==> src/rtl/hls_fp32_chn_in_rsci_if.sv <==
// Upstream operand channel (valid/ready/data) feeding the fp32 input-channel block.
//   vld  : producer has an operand on data
//   rdy  : consumer can accept an operand this cycle
//   data : operand payload, WIDTH bits
// master = upstream producer, slave = hls_fp32_chn_in_rsci.
interface hls_fp32_chn_in_rsci_if #(
    parameter int unsigned WIDTH = 32
);
    logic             vld;
    logic             rdy;
    logic [WIDTH-1:0] data;

    modport master (output vld, output data, input rdy);
    modport slave  (input vld, input data, output rdy);
endinterface

==> src/rtl/hls_fp32_chn_in_rsci.sv <==
// Input-channel interface for the fp32 HLS cores.
// Buffers upstream operands in a 2-entry skid FIFO, reports operand availability
// to the core staller (chn_in_rsci_wen_comp), presents the head operand to the
// datapath and pops it only when the whole core advances (core_wen).
// Ports:
//   nvdla_core_clk / nvdla_core_rstn : clock, async active-low reset
//   chn_in                           : upstream vld/rdy/data channel (rdy registered)
//   rsci_oswt                        : core wants to read this channel this cycle
//   core_wen / core_wten             : global advance / stalled-last-cycle from the staller
//   chn_in_rsci_wen_comp             : this channel is not blocking the core (comb.)
//   chn_in_rsci_d_mxwt               : head operand to the datapath (comb. from state)
//   stall_blame_cnt / stall_blame_clr: saturating count of stalls caused here, sync clear
module hls_fp32_chn_in_rsci #(
    parameter int unsigned WIDTH = 32,
    parameter int unsigned CNT_W = 8
) (
    input  logic                     nvdla_core_clk,
    input  logic                     nvdla_core_rstn,
    hls_fp32_chn_in_rsci_if.slave    chn_in,
    input  logic                     rsci_oswt,
    input  logic                     core_wen,
    input  logic                     core_wten,
    output logic                     chn_in_rsci_wen_comp,
    output logic [WIDTH-1:0]         chn_in_rsci_d_mxwt,
    output logic [CNT_W-1:0]         stall_blame_cnt,
    input  logic                     stall_blame_clr
);

    localparam int unsigned DEPTH = 2;
    localparam logic [1:0]  FULL  = 2'd2;
    localparam logic [CNT_W-1:0] BLAME_MAX = '1;

    logic [WIDTH-1:0] entry_q [DEPTH];
    logic [1:0]       count_q;
    logic [1:0]       count_nxt;
    logic             rd_ptr_q;
    logic             wr_ptr_q;
    logic             rdy_q;
    logic             hold_q;
    logic             push;
    logic             pop;
    logic             blame_inc;

    // Handshake decode and occupancy update
    always_comb begin
        push      = 1'b0;
        pop       = 1'b0;
        blame_inc = 1'b0;
        count_nxt = count_q;
        push      = chn_in.vld & rdy_q;
        pop       = rsci_oswt & core_wen & (count_q != 2'd0);
        blame_inc = rsci_oswt & ~core_wen & (count_q == 2'd0);
        case ({push, pop})
            2'b10:   count_nxt = count_q + 2'd1;
            2'b01:   count_nxt = count_q - 2'd1;
            default: count_nxt = count_q;
        endcase
    end

    // FIFO storage, pointers and registered upstream ready
    always_ff @(posedge nvdla_core_clk or negedge nvdla_core_rstn) begin
        if (!nvdla_core_rstn) begin
            for (int i = 0; i < DEPTH; i++) begin
                entry_q[i] <= '0;
            end
            count_q  <= 2'd0;
            rd_ptr_q <= 1'b0;
            wr_ptr_q <= 1'b0;
            rdy_q    <= 1'b0;
            hold_q   <= 1'b0;
        end else begin
            if (push) begin
                entry_q[wr_ptr_q] <= chn_in.data;
                wr_ptr_q          <= ~wr_ptr_q;
            end
            if (pop) begin
                rd_ptr_q <= ~rd_ptr_q;
            end
            count_q <= count_nxt;
            rdy_q   <= (count_nxt < FULL);
            // Head was shown to a stalled core; it must still be there next cycle
            hold_q  <= rsci_oswt & (count_q != 2'd0) & ~pop;
        end
    end

    // Saturating stall-blame counter; clear wins over increment
    always_ff @(posedge nvdla_core_clk or negedge nvdla_core_rstn) begin
        if (!nvdla_core_rstn) begin
            stall_blame_cnt <= '0;
        end else if (stall_blame_clr) begin
            stall_blame_cnt <= '0;
        end else if (blame_inc && (stall_blame_cnt != BLAME_MAX)) begin
            stall_blame_cnt <= stall_blame_cnt + CNT_W'(1);
        end
    end

    assign chn_in.rdy           = rdy_q;
    assign chn_in_rsci_wen_comp = ~rsci_oswt | (count_q != 2'd0);

    // When empty, rd_ptr has already moved past the last popped slot, which a
    // following push cannot overwrite (it lands at wr_ptr == rd_ptr); showing
    // that slot keeps the last popped operand on the datapath.
    assign chn_in_rsci_d_mxwt = (count_q != 2'd0) ? entry_q[rd_ptr_q] : entry_q[~rd_ptr_q];

    a_head_stable: assert property (@(posedge nvdla_core_clk) disable iff (!nvdla_core_rstn)
        (hold_q && core_wten && rsci_oswt) |-> (chn_in_rsci_d_mxwt == $past(chn_in_rsci_d_mxwt)));

    a_count_range: assert property (@(posedge nvdla_core_clk) disable iff (!nvdla_core_rstn)
        count_q <= FULL);

endmodule

==> src/flat_wrapper.sv <==
// flat-port wrapper written by rule: the top's interface ports become plain ports
module hls_fp32_chn_in_rsci_flat 
#(
    parameter int unsigned WIDTH = 32,
    parameter int unsigned CNT_W = 8
)
  (nvdla_core_clk, nvdla_core_rstn, rsci_oswt, core_wen, core_wten, chn_in_rsci_wen_comp, chn_in_rsci_d_mxwt, stall_blame_cnt, stall_blame_clr, chn_in_vld, chn_in_data, chn_in_rdy);
  hls_fp32_chn_in_rsci_if #(.WIDTH(WIDTH)) chn_in_i ();
  input  logic nvdla_core_clk;
  input  logic nvdla_core_rstn;
  input  logic rsci_oswt;
  input  logic core_wen;
  input  logic core_wten;
  output logic chn_in_rsci_wen_comp;
  output logic [WIDTH-1:0] chn_in_rsci_d_mxwt;
  output logic [CNT_W-1:0] stall_blame_cnt;
  input  logic stall_blame_clr;
  input wire logic [$bits(chn_in_i.vld)-1:0] chn_in_vld;
  input wire logic [$bits(chn_in_i.data)-1:0] chn_in_data;
  output wire logic [$bits(chn_in_i.rdy)-1:0] chn_in_rdy;
  assign chn_in_i.vld = chn_in_vld;
  assign chn_in_i.data = chn_in_data;
  assign chn_in_rdy = chn_in_i.rdy;
  hls_fp32_chn_in_rsci #(.WIDTH(WIDTH), .CNT_W(CNT_W)) u_core (.nvdla_core_clk(nvdla_core_clk), .nvdla_core_rstn(nvdla_core_rstn), .chn_in(chn_in_i), .rsci_oswt(rsci_oswt), .core_wen(core_wen), .core_wten(core_wten), .chn_in_rsci_wen_comp(chn_in_rsci_wen_comp), .chn_in_rsci_d_mxwt(chn_in_rsci_d_mxwt), .stall_blame_cnt(stall_blame_cnt), .stall_blame_clr(stall_blame_clr));
endmodule
==> config.mk <==
export PLATFORM = sky130hd
export DESIGN_NAME = hls_fp32_chn_in_rsci_flat
export DESIGN_NICKNAME = d
export VERILOG_FILES = /design/src/rtl/hls_fp32_chn_in_rsci_if.sv /design/src/rtl/hls_fp32_chn_in_rsci.sv /design/src/flat_wrapper.sv
export SDC_FILE = /design/constraint.sdc
export NUM_CORES = 1
export LEC_CHECK = 0
export BUFFER_PORTS_ARGS = -buffer_cell sky130_fd_sc_hd__buf_2
export CAP_MARGIN = 5
export CORE_MARGIN = 4
export CORE_UTILIZATION = 57
export CTS_BUF_LIST = sky130_fd_sc_hd__clkbuf_16
export DETAILED_ROUTE_END_ITERATION = 10
export MAX_ROUTING_LAYER = met4
export PLACE_DENSITY_LB_ADDON = 0.05
export SLEW_MARGIN = 20
export SYNTH_ARGS = -nofsm -noshare
export SYNTH_HDL_FRONTEND = slang
export SYNTH_SLANG_ARGS = --single-unit
==> constraint.sdc <==
create_clock -name nvdla_core_clk -period 3 [get_ports nvdla_core_clk]
set_input_delay 0.15 -clock nvdla_core_clk [delete_from_list [all_inputs] [get_ports nvdla_core_clk]]
set_output_delay 0.15 -clock nvdla_core_clk [all_outputs]
set_load 0.01 [all_outputs]
==> results of run 1 <==
routing by layer:
layer  up-vias  global-route usage  part of all wire
met1      1065               0.258              0.46
met4         0              0.0863             0.016
met2        49               0.287              0.48
met5         -                   -                 0
met3        10              0.0394             0.049
li1       1033                   -                 -
worst paths after layout:
| check | end | slack [ns] |
|---|---|---|
| setup / recovery | chn_in_rsci_d_mxwt[15] | 0.60 |
| hold / removal | u_core.entry_q[55]$_DFFE_PN0P_ | -0.03 |
| setup reg to reg | u_core.stall_blame_cnt[5]$_DFFE_PN0P_ | 1.15 |
| hold reg to reg | u_core.entry_q[53]$_DFFE_PN0P_ | 0.50 |
| max in group asynchronous | u_core.entry_q[14]$_DFFE_PN0P_ | 2.41 |
| min in group nvdla_core_clk | u_core.entry_q[60]$_DFFE_PN0P_ | 0.07 |
power by group:
group          switching, uW  internal (uW)
clock network            404            553
logic                    992           1300
registers                250           1520
total                   1650           3380
logic make-up (layout without fill, tap and decap cells):
family | count (synthesis) | in the layout | share of synthesized area
buf+inv | 12 | 98 | 0.0156
xor+xnor | 6 | 6 | 0.0152
flops | 77 | 77 | 0.557
compound gates | 11 | 11 | 0.0235
mux | 100 | 100 | 0.325
simple gates | 33 | 33 | 0.0561
fa+ha+maj | 2 | 2 | 0.00723
state kept, by name (all words and copies together) (netlist names), named ones only:
| signal | flops |
|---|---|
| u_core.entry_q | 64 |
| u_core.stall_blame_cnt | 8 |
| u_core.chn_in.rdy | 1 |
| u_core.count_q | 1 |
| u_core.rd_ptr_q | 1 |
| u_core.wr_ptr_q | 1 |
cell usage after synthesis:
cell and n:
sky130_fd_sc_hd__a21oi_1 2, sky130_fd_sc_hd__a31oi_1 1, sky130_fd_sc_hd__mux2_2 99, sky130_fd_sc_hd__nand2_1 7, sky130_fd_sc_hd__nand3_1 2, sky130_fd_sc_hd__nor4_2 1, sky130_fd_sc_hd__a21boi_0 1, sky130_fd_sc_hd__a41oi_1 2
sky130_fd_sc_hd__dfrtp_1 77, sky130_fd_sc_hd__or4b_4 1, sky130_fd_sc_hd__nor4b_1 1, sky130_fd_sc_hd__and4b_1 1, sky130_fd_sc_hd__buf_1 2, sky130_fd_sc_hd__or2_2 1, sky130_fd_sc_hd__mux2i_1 1, sky130_fd_sc_hd__nor2_1 7
sky130_fd_sc_hd__xor2_1 2, sky130_fd_sc_hd__clkbuf_1 3, sky130_fd_sc_hd__nor3_1 1, sky130_fd_sc_hd__a211oi_1 3, sky130_fd_sc_hd__xnor2_1 4, sky130_fd_sc_hd__and3_1 2, sky130_fd_sc_hd__nand2b_1 2, sky130_fd_sc_hd__and2b_1 1
sky130_fd_sc_hd__a311oi_1 2, sky130_fd_sc_hd__and4_1 2, sky130_fd_sc_hd__buf_2 7, sky130_fd_sc_hd__ha_1 2, sky130_fd_sc_hd__and2_1 1, sky130_fd_sc_hd__nor2b_1 3
per-stage QoR:
step / util / power [uW] / cells / setup slack (ns) / instance area, um^2
4_1_cts: 0.709 / 5090 / 402 / 0.585 / 4200
3_5_place_dp: 0.664 / 4110 / 386 / 0.937 / 3930
5_1_grt: 0.709 / 5360 / 402 / 0.513 / 4200
6_report: 0.709 / 5020 / 402 / 0.598 / 4200
2_1_floorplan: - / 3350 / 241 / 1.27 / 3460
3_3_place_gp: 0.664 / 4040 / 386 / 0.925 / 3930
worst max-delay path, stage by stage, from the launching register on:
cell	delay, ns
sky130_fd_sc_hd__dfrtp_1	0.45
sky130_fd_sc_hd__nor2_1	0.15
sky130_fd_sc_hd__xnor2_2	0.47
sky130_fd_sc_hd__buf_4	0.35
sky130_fd_sc_hd__mux2_2	0.37
sky130_fd_sc_hd__buf_2	0.14
layout make-up:
type | count | area (um^2)
sequential | 77 | 1930
fill | 445 | 1720
multi-input combinational | 152 | 1490
timing repair buffer | 82 | 420
clock buffer | 9 | 225
tap | 75 | 93.8
clock inverter | 7 | 42.5
==> results.yml, run 1 <==
clock_network:
  ctsHoldBuffers: 0
  cts_root_buffer_type: "sky130_fd_sc_hd__clkbuf_16"
  clk_pin_slew_worst_paths_ns: 0.06
  cts_buffer_depth: 2
  clock_insertion_delay_worst_skew_ns: 0.33
  postCtsSetupRepairBufs: 0
  tritoncts: "done"
  cts_sinks: 77
  cts-htree-levels: 3
  cts_repair_resizes: 0
  cts_buffers: 9
placed_design:
  dp_hpwl_um: 4320
  port-buffer-count: 79
  globalplace.congestion: 0.746
finish:
  layout.cells.most_common: "sky130_fd_sc_hd__mux2_2"
  nets: 363
  antenna-diode-count: 0
  fraction_of_final_layout_cells_with_drive_strength_greater_than_1: 0.612
  highest_count_cells_in_the_layout_ignoring_fill_and_taps: "sky130_fd_sc_hd__mux2_2, sky130_fd_sc_hd__buf_2, sky130_fd_sc_hd__dfrtp_1"
  syn2layout_area_growth_pct: 21.4
sta:
  setup_viol: 0
  fmax_mhz: 416
  fin_tns_setup_ns: 0
  setup_repair_after_global_routing_missed_its_margin: "false"
  post-route-min-period_ns: 2.40
  hold-worst-slack_ns: -0.0311
  timing.clock.skew_ns: 0.00489
  max_slew.worst_pin.slew_ns: 0.949
  crit_share_post_route: 0.801
  final-max-slew-violation-count: 0
  slew-limit-headroom: 0.367
  finalHoldViolations: 39
setup_path:
  critical_path.max_fanout: 15
  end_kind: "primary output"
  timing.setup.critical_path_class: "reg2out"
  worst_ep_required_time_ns: 2.85
  regToRegStartpoint: "u_core.count_q[0]$_DFFE_PN0N_"
  startpoint_type: "flip-flop"
  r2r.worst_path.cells: 3
  crit_start: "u_core.count_q[0]$_DFFE_PN0N_"
  worst_ep_arrival_time_ns: 2.25
synthesis:
  postSynthAreaPerCell_um2: 14.3
  yosysWarningCount: 0
  yosys-top-cells-area: "sky130_fd_sc_hd__dfrtp_1, sky130_fd_sc_hd__mux2_2, sky130_fd_sc_hd__buf_2, sky130_fd_sc_hd__xnor2_1, sky130_fd_sc_hd__nand2_1"
  post_synth_num_cell_types: 30
  net_count_synth: 282
  seq_area_frac_synth: 0.557
  syn_area_um2: 3460
  synth_top_cell_by_area: "sky130_fd_sc_hd__dfrtp_1"
  synth-seq-cells: 77
  synthesis.instances: 241
  post-synth-top-area-fraction: 0.557
power:
  power.density_cell_area_nw_per_um2: 1200
  total_leakage_power_uw: 0.00195
  ir_drop_mv: 0.657
global_route:
  global_route.usage.total: 0.193
  grt_start_max_net_pins: 78
  antenna_found_initial: 0
  grt_pass1_wl_um: 10800
  first_global_vias: 2287
  grt_overflow: 0
die:
  chipHeight_um: 85.9
  std_cell_rows: 28
  initial_utilization: 0.584
  floorplan.io_pins: 81
  die_area_um2: 7380
  core_um2: 5920
  die-width_um: 85.9
drt:
  detail_route.wl_per_cell_um: 15.8
  route.antenna.remaining_nets: 0
  total_via_count_in_the_routed_design: 2157
  route.detailed.drc: 0
  drtPass1Iterations: 4
  finalWirelength_um: 6370
  drt_iter0_drc: 45
  route.detailed.vias_per_inst: 5.37
run:
  max_cap_viol_count: 0
status:
  run_status: "complete, but fails checks"
  violations: "negative hold slack"
min_path:
  hold_path.class: "in2async"
Power figures use the tool's default switching activity.
==> run 2: changes to the inputs <==
--- a/config.mk
+++ b/config.mk
@@ -8,7 +8,7 @@
 export BUFFER_PORTS_ARGS = -buffer_cell sky130_fd_sc_hd__buf_2
 export CAP_MARGIN = 5
 export CORE_MARGIN = 4
-export CORE_UTILIZATION = 57
+export CORE_UTILIZATION = 48
 export CTS_BUF_LIST = sky130_fd_sc_hd__clkbuf_16
 export DETAILED_ROUTE_END_ITERATION = 10
 export MAX_ROUTING_LAYER = met4
==> constraint.sdc (replaced) <==
create_clock -name nvdla_core_clk -period 2.1 [get_ports nvdla_core_clk]
set_input_delay 0.105 -clock nvdla_core_clk [delete_from_list [all_inputs] [get_ports nvdla_core_clk]]
set_output_delay 0.105 -clock nvdla_core_clk [all_outputs]
set_load 0.01 [all_outputs]
==> run 2 against run 1 <==
Effect of this change: the flow now finishes without violations; worst setup slack worse by 0.46 ns; register-to-register slack worse by 0.89 ns; cell count up 7.2%; first-iteration DRC count up 47%; largest power group unchanged; critical endpoint is now chn_in_rsci_d_mxwt[24]; worst hold slack better by 0.051 ns; non-clock buffer count up 8; power up 58%; via count up 3.1%; count of clock-buffer cells in the layout unchanged; critical path depth unchanged; highest routed layer unchanged; combinational power up 55%.
==> results.yml, run 2 (same netlist as run 1, synthesis figures left out) <==
placed_design:
  globalplace.congestion: 0.711
  dp.cells: 412
  placedInstanceArea_um2: 4030
  dp_hpwl_um: 4490
  port-buffer-count: 79
finish:
  finalNonFillerCells: 431
  highest_count_cells_in_the_layout_ignoring_fill_and_taps: "sky130_fd_sc_hd__mux2_2, sky130_fd_sc_hd__buf_2, sky130_fd_sc_hd__dfrtp_1"
  largest_reg_flops: 64
  nets: 371
  layout.cells.most_common: "sky130_fd_sc_hd__mux2_2"
  antenna-diode-count: 0
  syn2layout_area_growth_pct: 28.4
  top_register: "u_core.entry_q"
  largestRegisters: "u_core.entry_q x64, u_core.stall_blame_cnt x8"
  fillCellCount: 607
  post-route-cell-area_um2: 4440
  utilization: 0.643
  fraction_of_final_layout_cells_with_drive_strength_greater_than_1: 0.624
sta:
  finalHoldViolations: 0
  fin_tns_setup_ns: 0
  post-route-min-period_ns: 1.96
  hold-worst-slack_ns: 0.0201
  fmax_mhz: 511
  final-max-slew-violation-count: 0
  crit_share_post_route: 0.933
  setup_viol: 0
  slew-limit-headroom: 0.685
  setup_repair_after_global_routing_missed_its_margin: "false"
  max_slew.worst_pin.slew_ns: 0.473
  timing.clock.skew_ns: 0.00662
drt:
  detail_route.wl_per_cell_um: 14.9
  met1Wirelength_um: 2960
  route.top_layer_used: "met4"
  route.detailed.vias_per_inst: 5.16
  route.antenna.remaining_nets: 0
  route.detailed.drc: 0
  drtPass1Iterations: 3
  wl_met2_um: 3080
  finalWirelength_um: 6430
  drt_iter0_drc: 66
  met3_wirelength_um: 312
  total_via_count_in_the_routed_design: 2223
setup_path:
  startpoint_type: "flip-flop"
  crit_chain: "nor2_4 > xnor2_4 > buf_12 > mux2_2 > buf_2"
  end_kind: "primary output"
  cp_slowest_cell: "sky130_fd_sc_hd__dfrtp_1"
  max_stage_delay_ns: 0.45
  worst_ep_required_time_ns: 2.00
  worst_ep_arrival_time_ns: 1.85
  critical_path.max_fanout: 14
  path_buf_inv: 2
  timing.setup.critical_path_class: "reg2out"
  cpLargestDelayFamily: "flip-flops"
clock_network:
  tritoncts: "done"
  cts_buffer_depth: 2
  clk_pin_slew_worst_paths_ns: 0.06
  cts_sinks: 77
  cts-htree-levels: 3
  clock_insertion_delay_worst_skew_ns: 0.33
  cts_root_buffer_type: "sky130_fd_sc_hd__clkbuf_16"
  cts_buffers: 9
die:
  chipHeight_um: 92.9
  initial_utilization: 0.501
  std_cell_rows: 30
  die-width_um: 92.9
  core_um2: 6910
  die_area_um2: 8630
  floorplan.io_pins: 81
global_route:
  grt_start_max_net_pins: 42
  first_global_vias: 2326
  grt_pass1_wl_um: 11200
  antenna_found_initial: 0
  grt_overflow: 0
  global_route.usage.total: 0.169
status:
  run_status: "finished clean"
min_path:
  hold_path.class: "in2reg"
power:
  total_leakage_power_uw: 0.00205
  ir_drop_mv: 1.01
  power.density_cell_area_nw_per_um2: 1780
run:
  max_cap_viol_count: 0
==> run 2: timing repair <==
action                                  in CTS  in global routing
setup buffers                                0                  2
gates resized for setup                      3                  0
pin swaps                                    0                  1
gates cloned                                 0                  0
hold endpoints to repair                    36                  0
hold buffers                                 1                  0
endpoints found under the setup margin      28                 27
==> run 2: metrics by stage <==
stage               total power [uW]  setup WS [ns]
floorplan                       4790          0.371
global placement                5960          0.181
detailed placement              6040          0.180
CTS                             7990         0.0275
global route                    8440         0.0527
finish                          7920          0.141
==> run 2: power breakdown <==
part / total (uW) / leakage [uW] / internal [uW] / switching, uW
clock network: 1850 / 0.000173 / 1280 / 577
registers: 2520 / 0.000928 / 2180 / 348
logic: 3540 / 0.000949 / 2060 / 1480
==> run 2: path summary, 6_finish.rpt <==
kind / startpoint / endpoint / slack, ns / depth (start not counted)
max in group asynchronous: nvdla_core_rstn / u_core.entry_q[50]$_DFFE_PN0P_ / 1.24 / 3
max reg2reg: u_core.count_q[0]$_DFFE_PN0N_ / u_core.stall_blame_cnt[5]$_DFFE_PN0P_ / 0.26 / 3
min: chn_in_data[14] / u_core.entry_q[46]$_DFFE_PN0P_ / 0.02 / 2
min reg2reg: u_core.entry_q[61]$_DFFE_PN0P_ / u_core.entry_q[61]$_DFFE_PN0P_ / 0.50 / 1
max: u_core.count_q[0]$_DFFE_PN0N_ / chn_in_rsci_d_mxwt[24] / 0.14 / 5
min in group asynchronous: nvdla_core_rstn / u_core.entry_q[28]$_DFFE_PN0P_ / 0.29 / 2
==> run 2: layout make-up <==
type / instances / area [um^2] / area share
sequential: 77 / 1930 / 0.434
timing repair buffer: 90 / 520 / 0.117
clock buffer: 9 / 225 / 0.0507
multi-input combinational: 152 / 1510 / 0.340
tap: 96 / 120 / 0.0270
clock inverter: 7 / 139 / 0.0313
==> run 2: layer usage <==
metal / GRT usage / up-vias
met5: - / -
met4: 0.0623 / 0
met3: 0.0431 / 9
met2: 0.251 / 48
met1: 0.227 / 1111
li1: - / 1055
